**config.mk**
```make
export PLATFORM = sky130hd
export DESIGN_NAME = cnn_frame_sequencer
export DESIGN_NICKNAME = d
export VERILOG_FILES = /design/src/rtl/cnn_frame_sequencer.sv
export SDC_FILE = /design/constraint.sdc
export NUM_CORES = 1
export LEC_CHECK = 0
export ABC_AREA = 1
export CAP_MARGIN = 20
export CORE_MARGIN = 2
export CORE_UTILIZATION = 30
export DETAILED_ROUTE_END_ITERATION = 8
export HOLD_SLACK_MARGIN = 0.03
export SYNTH_ARGS = -nofsm -noshare
export SYNTH_HDL_FRONTEND = slang
export SYNTH_SLANG_ARGS = --single-unit
```
**constraint.sdc**
```tcl
create_clock -name clk_i -period 2.5 [get_ports clk_i]
set_input_delay 0.5 -clock clk_i [delete_from_list [all_inputs] [get_ports clk_i]]
set_output_delay 0.5 -clock clk_i [all_outputs]
set_load 0.02 [all_outputs]
```
**src/rtl/cnn_frame_sequencer.sv**
```systemverilog
// Whole-frame controller: fetches pixels over a single-outstanding memory port,
// streams them to the line buffer and writes ReLU results back to memory.
module cnn_frame_sequencer #(
   parameter int unsigned ADDR_WIDTH = 32,
   parameter int unsigned DATA_WIDTH = 8,
   parameter int unsigned RES_WIDTH  = 32,
   parameter int unsigned IMG_W      = 28,
   parameter int unsigned IMG_H      = 28
) (
   input  logic                  clk_i,
   input  logic                  rst_ni,
   input  logic                  start_i,
   input  logic [ADDR_WIDTH-1:0] input_base_i,
   input  logic [ADDR_WIDTH-1:0] output_base_i,
   output logic                  busy_o,
   output logic                  done_o,
   output logic                  mem_req_o,
   input  logic                  mem_gnt_i,
   output logic                  mem_we_o,
   output logic [ADDR_WIDTH-1:0] mem_addr_o,
   output logic [31:0]           mem_wdata_o,
   input  logic                  mem_rvalid_i,
   input  logic [31:0]           mem_rdata_i,
   output logic                  pix_valid_o,
   input  logic                  pix_ready_i,
   output logic [DATA_WIDTH-1:0] pix_data_o,
   input  logic                  res_valid_i,
   output logic                  res_ready_o,
   input  logic [RES_WIDTH-1:0]  res_data_i
);

   localparam int unsigned NPIX = IMG_W * IMG_H;
   localparam int unsigned NRES = (IMG_W - 2) * (IMG_H - 2);
   localparam int unsigned CW   = $clog2(NPIX + 1);

   typedef enum logic [2:0] {
      S_IDLE, S_ARB, S_RD_REQ, S_RD_WAIT, S_WR_REQ, S_WR_WAIT, S_DONE
   } state_e;

   state_e                r_state, w_state_d;
   logic [ADDR_WIDTH-1:0] r_in_base, w_in_base_d;
   logic [ADDR_WIDTH-1:0] r_out_base, w_out_base_d;
   logic [CW-1:0]         r_pix_cnt, w_pix_cnt_d;
   logic [CW-1:0]         r_acc_cnt, w_acc_cnt_d;
   logic [CW-1:0]         r_res_cnt, w_res_cnt_d;
   logic                  r_pix_full, w_pix_full_d;
   logic [DATA_WIDTH-1:0] r_pix_data, w_pix_data_d;
   logic                  r_res_full, w_res_full_d;
   logic [RES_WIDTH-1:0]  r_res_data, w_res_data_d;
   logic                  r_busy, w_busy_d;
   logic                  r_done, w_done_d;
   logic                  r_res_ready, w_res_ready_d;
   logic                  r_req, w_req_d;
   logic                  r_we, w_we_d;
   logic [ADDR_WIDTH-1:0] r_addr, w_addr_d;
   logic [31:0]           r_wdata, w_wdata_d;
   logic                  w_pix_hs;
   logic                  w_res_hs;

   // State register
   always_ff @(posedge clk_i or negedge rst_ni) begin
      if (!rst_ni) r_state <= S_IDLE;
      else         r_state <= w_state_d;
   end

   // Next state, buffer/counter updates and next values of the registered outputs
   always_comb begin
      w_state_d     = r_state;
      w_in_base_d   = r_in_base;
      w_out_base_d  = r_out_base;
      w_pix_cnt_d   = r_pix_cnt;
      w_acc_cnt_d   = r_acc_cnt;
      w_res_cnt_d   = r_res_cnt;
      w_pix_full_d  = r_pix_full;
      w_pix_data_d  = r_pix_data;
      w_res_full_d  = r_res_full;
      w_res_data_d  = r_res_data;
      w_busy_d      = r_busy;
      w_done_d      = 1'b0;
      w_req_d       = 1'b0;
      w_we_d        = 1'b0;
      w_addr_d      = '0;
      w_wdata_d     = '0;
      w_res_ready_d = 1'b0;

      w_pix_hs = r_pix_full && pix_ready_i;
      w_res_hs = res_valid_i && r_res_ready;

      if (w_pix_hs) w_pix_full_d = 1'b0;
      if (w_res_hs) begin
         w_res_data_d = res_data_i;
         w_res_full_d = 1'b1;
         w_acc_cnt_d  = r_acc_cnt + CW'(1);
      end

      case (r_state)
         S_IDLE: begin
            if (start_i) begin
               w_in_base_d  = input_base_i;
               w_out_base_d = output_base_i;
               w_pix_cnt_d  = '0;
               w_acc_cnt_d  = '0;
               w_res_cnt_d  = '0;
               w_busy_d     = 1'b1;
               w_state_d    = S_ARB;
            end
         end
         S_ARB: begin
            // Pending writes go first so the conv pipeline can always drain
            if (r_res_full) begin
               w_state_d = S_WR_REQ;
            end else if ((r_pix_cnt < CW'(NPIX)) && !r_pix_full) begin
               w_state_d = S_RD_REQ;
            end else if (r_res_cnt == CW'(NRES)) begin
               w_state_d = S_DONE;
               w_done_d  = 1'b1;
               w_busy_d  = 1'b0;
            end
         end
         S_RD_REQ: begin
            if (mem_gnt_i) w_state_d = S_RD_WAIT;
         end
         S_RD_WAIT: begin
            if (mem_rvalid_i) begin
               w_pix_full_d = 1'b1;
               w_pix_data_d = mem_rdata_i[DATA_WIDTH-1:0];
               w_pix_cnt_d  = r_pix_cnt + CW'(1);
               w_state_d    = S_ARB;
            end
         end
         S_WR_REQ: begin
            if (mem_gnt_i) w_state_d = S_WR_WAIT;
         end
         S_WR_WAIT: begin
            if (mem_rvalid_i) begin
               w_res_full_d = 1'b0;
               w_res_cnt_d  = r_res_cnt + CW'(1);
               w_state_d    = S_ARB;
            end
         end
         S_DONE: begin
            w_state_d = S_IDLE;
         end
         default: begin
            w_state_d = S_IDLE;
         end
      endcase

      // Bus outputs follow the next state; counters are frozen while a request waits
      if (w_state_d == S_RD_REQ) begin
         w_req_d  = 1'b1;
         w_addr_d = r_in_base + ADDR_WIDTH'({r_pix_cnt, 2'b00});
      end else if (w_state_d == S_WR_REQ) begin
         w_req_d   = 1'b1;
         w_we_d    = 1'b1;
         w_addr_d  = r_out_base + ADDR_WIDTH'({r_res_cnt, 2'b00});
         w_wdata_d = 32'($signed(r_res_data));
      end

      w_res_ready_d = w_busy_d && !w_res_full_d && (w_acc_cnt_d < CW'(NRES));
   end

   // Datapath and output registers
   always_ff @(posedge clk_i or negedge rst_ni) begin
      if (!rst_ni) begin
         r_in_base   <= '0;
         r_out_base  <= '0;
         r_pix_cnt   <= '0;
         r_acc_cnt   <= '0;
         r_res_cnt   <= '0;
         r_pix_full  <= 1'b0;
         r_pix_data  <= '0;
         r_res_full  <= 1'b0;
         r_res_data  <= '0;
         r_busy      <= 1'b0;
         r_done      <= 1'b0;
         r_res_ready <= 1'b0;
         r_req       <= 1'b0;
         r_we        <= 1'b0;
         r_addr      <= '0;
         r_wdata     <= '0;
      end else begin
         r_in_base   <= w_in_base_d;
         r_out_base  <= w_out_base_d;
         r_pix_cnt   <= w_pix_cnt_d;
         r_acc_cnt   <= w_acc_cnt_d;
         r_res_cnt   <= w_res_cnt_d;
         r_pix_full  <= w_pix_full_d;
         r_pix_data  <= w_pix_data_d;
         r_res_full  <= w_res_full_d;
         r_res_data  <= w_res_data_d;
         r_busy      <= w_busy_d;
         r_done      <= w_done_d;
         r_res_ready <= w_res_ready_d;
         r_req       <= w_req_d;
         r_we        <= w_we_d;
         r_addr      <= w_addr_d;
         r_wdata     <= w_wdata_d;
      end
   end

   assign busy_o      = r_busy;
   assign done_o      = r_done;
   assign mem_req_o   = r_req;
   assign mem_we_o    = r_we;
   assign mem_addr_o  = r_addr;
   assign mem_wdata_o = r_wdata;
   assign pix_valid_o = r_pix_full;
   assign pix_data_o  = r_pix_data;
   assign res_ready_o = r_res_ready;

endmodule

```
==> results.json <==
{
  "outcome": "finished clean",
  "ys_types": 37,
  "peakVddDrop_mv": 0.518,
  "via_count": 9024,
  "totalNegativeSetupSlack_ps": 0,
  "drv_cap": 0,
  "p_leak_uw": 0.00673,
  "grt_pass1_wl_mm": 46.9,
  "drv_slew": 0,
  "timing.final.hold_violations": 0,
  "num_antenna_cells": 0,
  "vias_per_cell": 4.54,
  "rows": 68,
  "antenna_found_initial": 0,
  "path_clk_slew_ps": 60,
  "setup_violations": 0,
  "crit_start": "r_in_base[2]",
  "yosysMostFrequentCell": "nand2_1",
  "required_ps": 2950,
  "dieArea_um2": 36800,
  "fin_ws_ps": 223,
  "async_flop_share_pct": 100,
  "synth_common_cells": "nand2_1, dfrtp_1, inv_1",
  "routedWlPerCell_um": 14.9,
  "holdPathStages": 2,
  "fin_skew_ps": 15.5,
  "synth_top_flop_cell": "dfrtp_1",
  "core_area_um2": 34600,
  "drive_gt1_share_pct": 7.05,
  "ant_nets": 0,
  "ys_warn_count": 0,
  "cts_max_level": 1,
  "slew_headroom_pct": 63.5,
  "synthTopCellsByArea": "dfrtp_1, nand2_1, inv_1, o21ai_0, nand3_1",
  "synth_top_area_cell": "dfrtp_1",
  "io_pins": 213,
  "cts_resized": 0,
  "timing.rr.start": "r_in_base[2]",
  "gr-total-overflow": 0,
  "syn_avg_cell_area_um2": 8.06,
  "pre_cts_ws_ps": 141,
  "drcViolationCount": 0,
  "r2r_slack_ps": 220,
  "critical_path_class": "reg -> reg",
  "whs_endpoint": "mem_wdata_o[10]",
  "hp-start": "r_res_data[10]",
  "worst_slew_pin_slew_ps": 548,
  "min-delay-path-class": "reg -> reg",
  "drt_iter0_markers": 481,
  "first_pass_iters": 5,
  "ys_ff_latch": 208,
  "fin_nets": 1675,
  "cts_tree": "done",
  "power.density_nw_per_um2": 1100,
  "synth_edf_count": 0,
  "root_buffer": "clkbuf_16",
  "endpoint_kind": "flop",
  "fill_cells": 3554,
  "whs_ps": 485,
  "post-dp-hpwl_mm": 22.6,
  "gp_congestion": 0.895,
  "cts_made_buffers": 25,
  "syn_to_final_growth_pct": 32.0,
  "syn_nets": 1475,
  "clock_latency_ps": 530,
  "clock_sinks": 208,
  "yosysTopAreaCellShare_pct": 49.1,
  "die_height_um": 192,
  "syn-cell-area_um2": 10600,
  "die_x_um": 192,
  "grt_pass1_vias": 8899,
  "critPathArrivalTime_ps": 2730,
  "port_buffers": 188,
  "rsz0062_at_grt": "no",
  "cp_max_fo": 4,
  "start_kind": "flop",
  "cts_max_path_buffers": 3,
  "ys_seq_area_share_pct": 49.1,
  "netlist_instances": 1314,
  "finalCritPeriodShare_pct": 91.1,
  "totalWireLength_mm": 29.7,
  "track_usage_pct": 16.0,
  "initial_core_util_pct": 30.6,
  "r2r_cells": 13,
  "post-route-min-period_ps": 2280,
  "fmax_mhz": 439,
  "grt_max_degree": 66,
  "r2r_end": "mem_addr_o[12]"
}
==> routing by layer <==
layer	up-vias	global-route usage, %	share of wire (%)
li1	4569	-	-
met1	4196	22.8	47
met4	0	3.85	1.7
met2	226	25.6	45
met3	33	2.45	6.0
met5	-	0	0
==> per-stage QoR <==
step	area, um^2	instances	power (uW)	util, %
2_1_floorplan	10600	1314	9220	-
3_3_place_gp	13100	1941	11600	37.9
3_5_place_dp	13100	1941	11700	37.9
4_1_cts	14000	1988	15600	40.4
5_1_grt	14000	1988	16500	40.4
6_report	14000	1988	15400	40.4
==> repair_timing <==
item	4_1_cts	5_1_grt
setup buffers	0	0
hold endpoints to repair	59	0
hold buffers	1	0
==> flip-flops by register name, indices dropped and copies added, names as in the netlist, 3 cells and up <==
signal       count
pix_data_o       8
r_out_base      32
r_res_data      32
mem_wdata_o     32
r_res_cnt       10
r_in_base       32
r_acc_cnt       10
r_pix_cnt       10
r_state          3
mem_addr_o      32
==> worst max-delay path, stage by stage, from the launching register on <==
cell	delay (ps)
dfrtp_1	380
ha_1	220
inv_1	80
fa_1	370
inv_1	110
nand3_1	80
nand2_1	100
nand3_1	70
nand2_1	140
nand2_1	70
nand2_1	150
xor2_1	210
nand2_1	110
o21ai_1	90
==> power breakdown <==
part           internal, uW  leakage (uW)  switching (uW)  total (uW)
Combinational          2360       0.00362            3690        6060
Clock                  2330      0.000416            1420        3750
Sequential             4640       0.00270             925        5570
Total                  9340       0.00673            6040       15400
==> cells by family after synthesis <==
family | after synthesis | synth area share, %
adder cells (fa/ha/maj) | 26 | 3.21
multiplexers | 8 | 0.851
flip-flops | 208 | 49.1
AO/OA/AOI/OAI | 153 | 7.49
buffers and inverters | 186 | 7.15
XOR/XNOR | 39 | 3.23
AND/OR/NAND/NOR | 694 | 28.9
==> worst max path at each step <==
stage                            to  slack [ps]  cells after the start
finish               mem_addr_o[12]         220                     13
global route         mem_addr_o[12]          10                     13
CTS                  mem_addr_o[12]         220                     13
detailed placement  mem_wdata_o[13]         140                     10
global placement    mem_wdata_o[29]         180                     10
floorplan            mem_addr_o[16]         500                     14
==> placed cells by master, fill, tap and decap left out, drive strengths merged, types with 27 or more instances in the layout <==
cell           instances
a21oi                 37
clkdlybuf4s50        187
dfrtp                208
clkbuf                40
nor2                 117
nand4                 27
nand2                444
o21ai                104
xor2                  27
inv                  153
nand3                 72
==> area by class of cell <==
cell class	instances	area (um^2)	area share, %
repair buffers	206	2140	15.3
clock buffers	39	738	5.28
inverters	153	574	4.11
well taps	455	569	4.07
multi-input cells	920	4630	33.2
clock inverters	7	120	0.859
flip-flops and latches	208	5200	37.2
No activity file was read; power rests on OpenSTA's default activity.
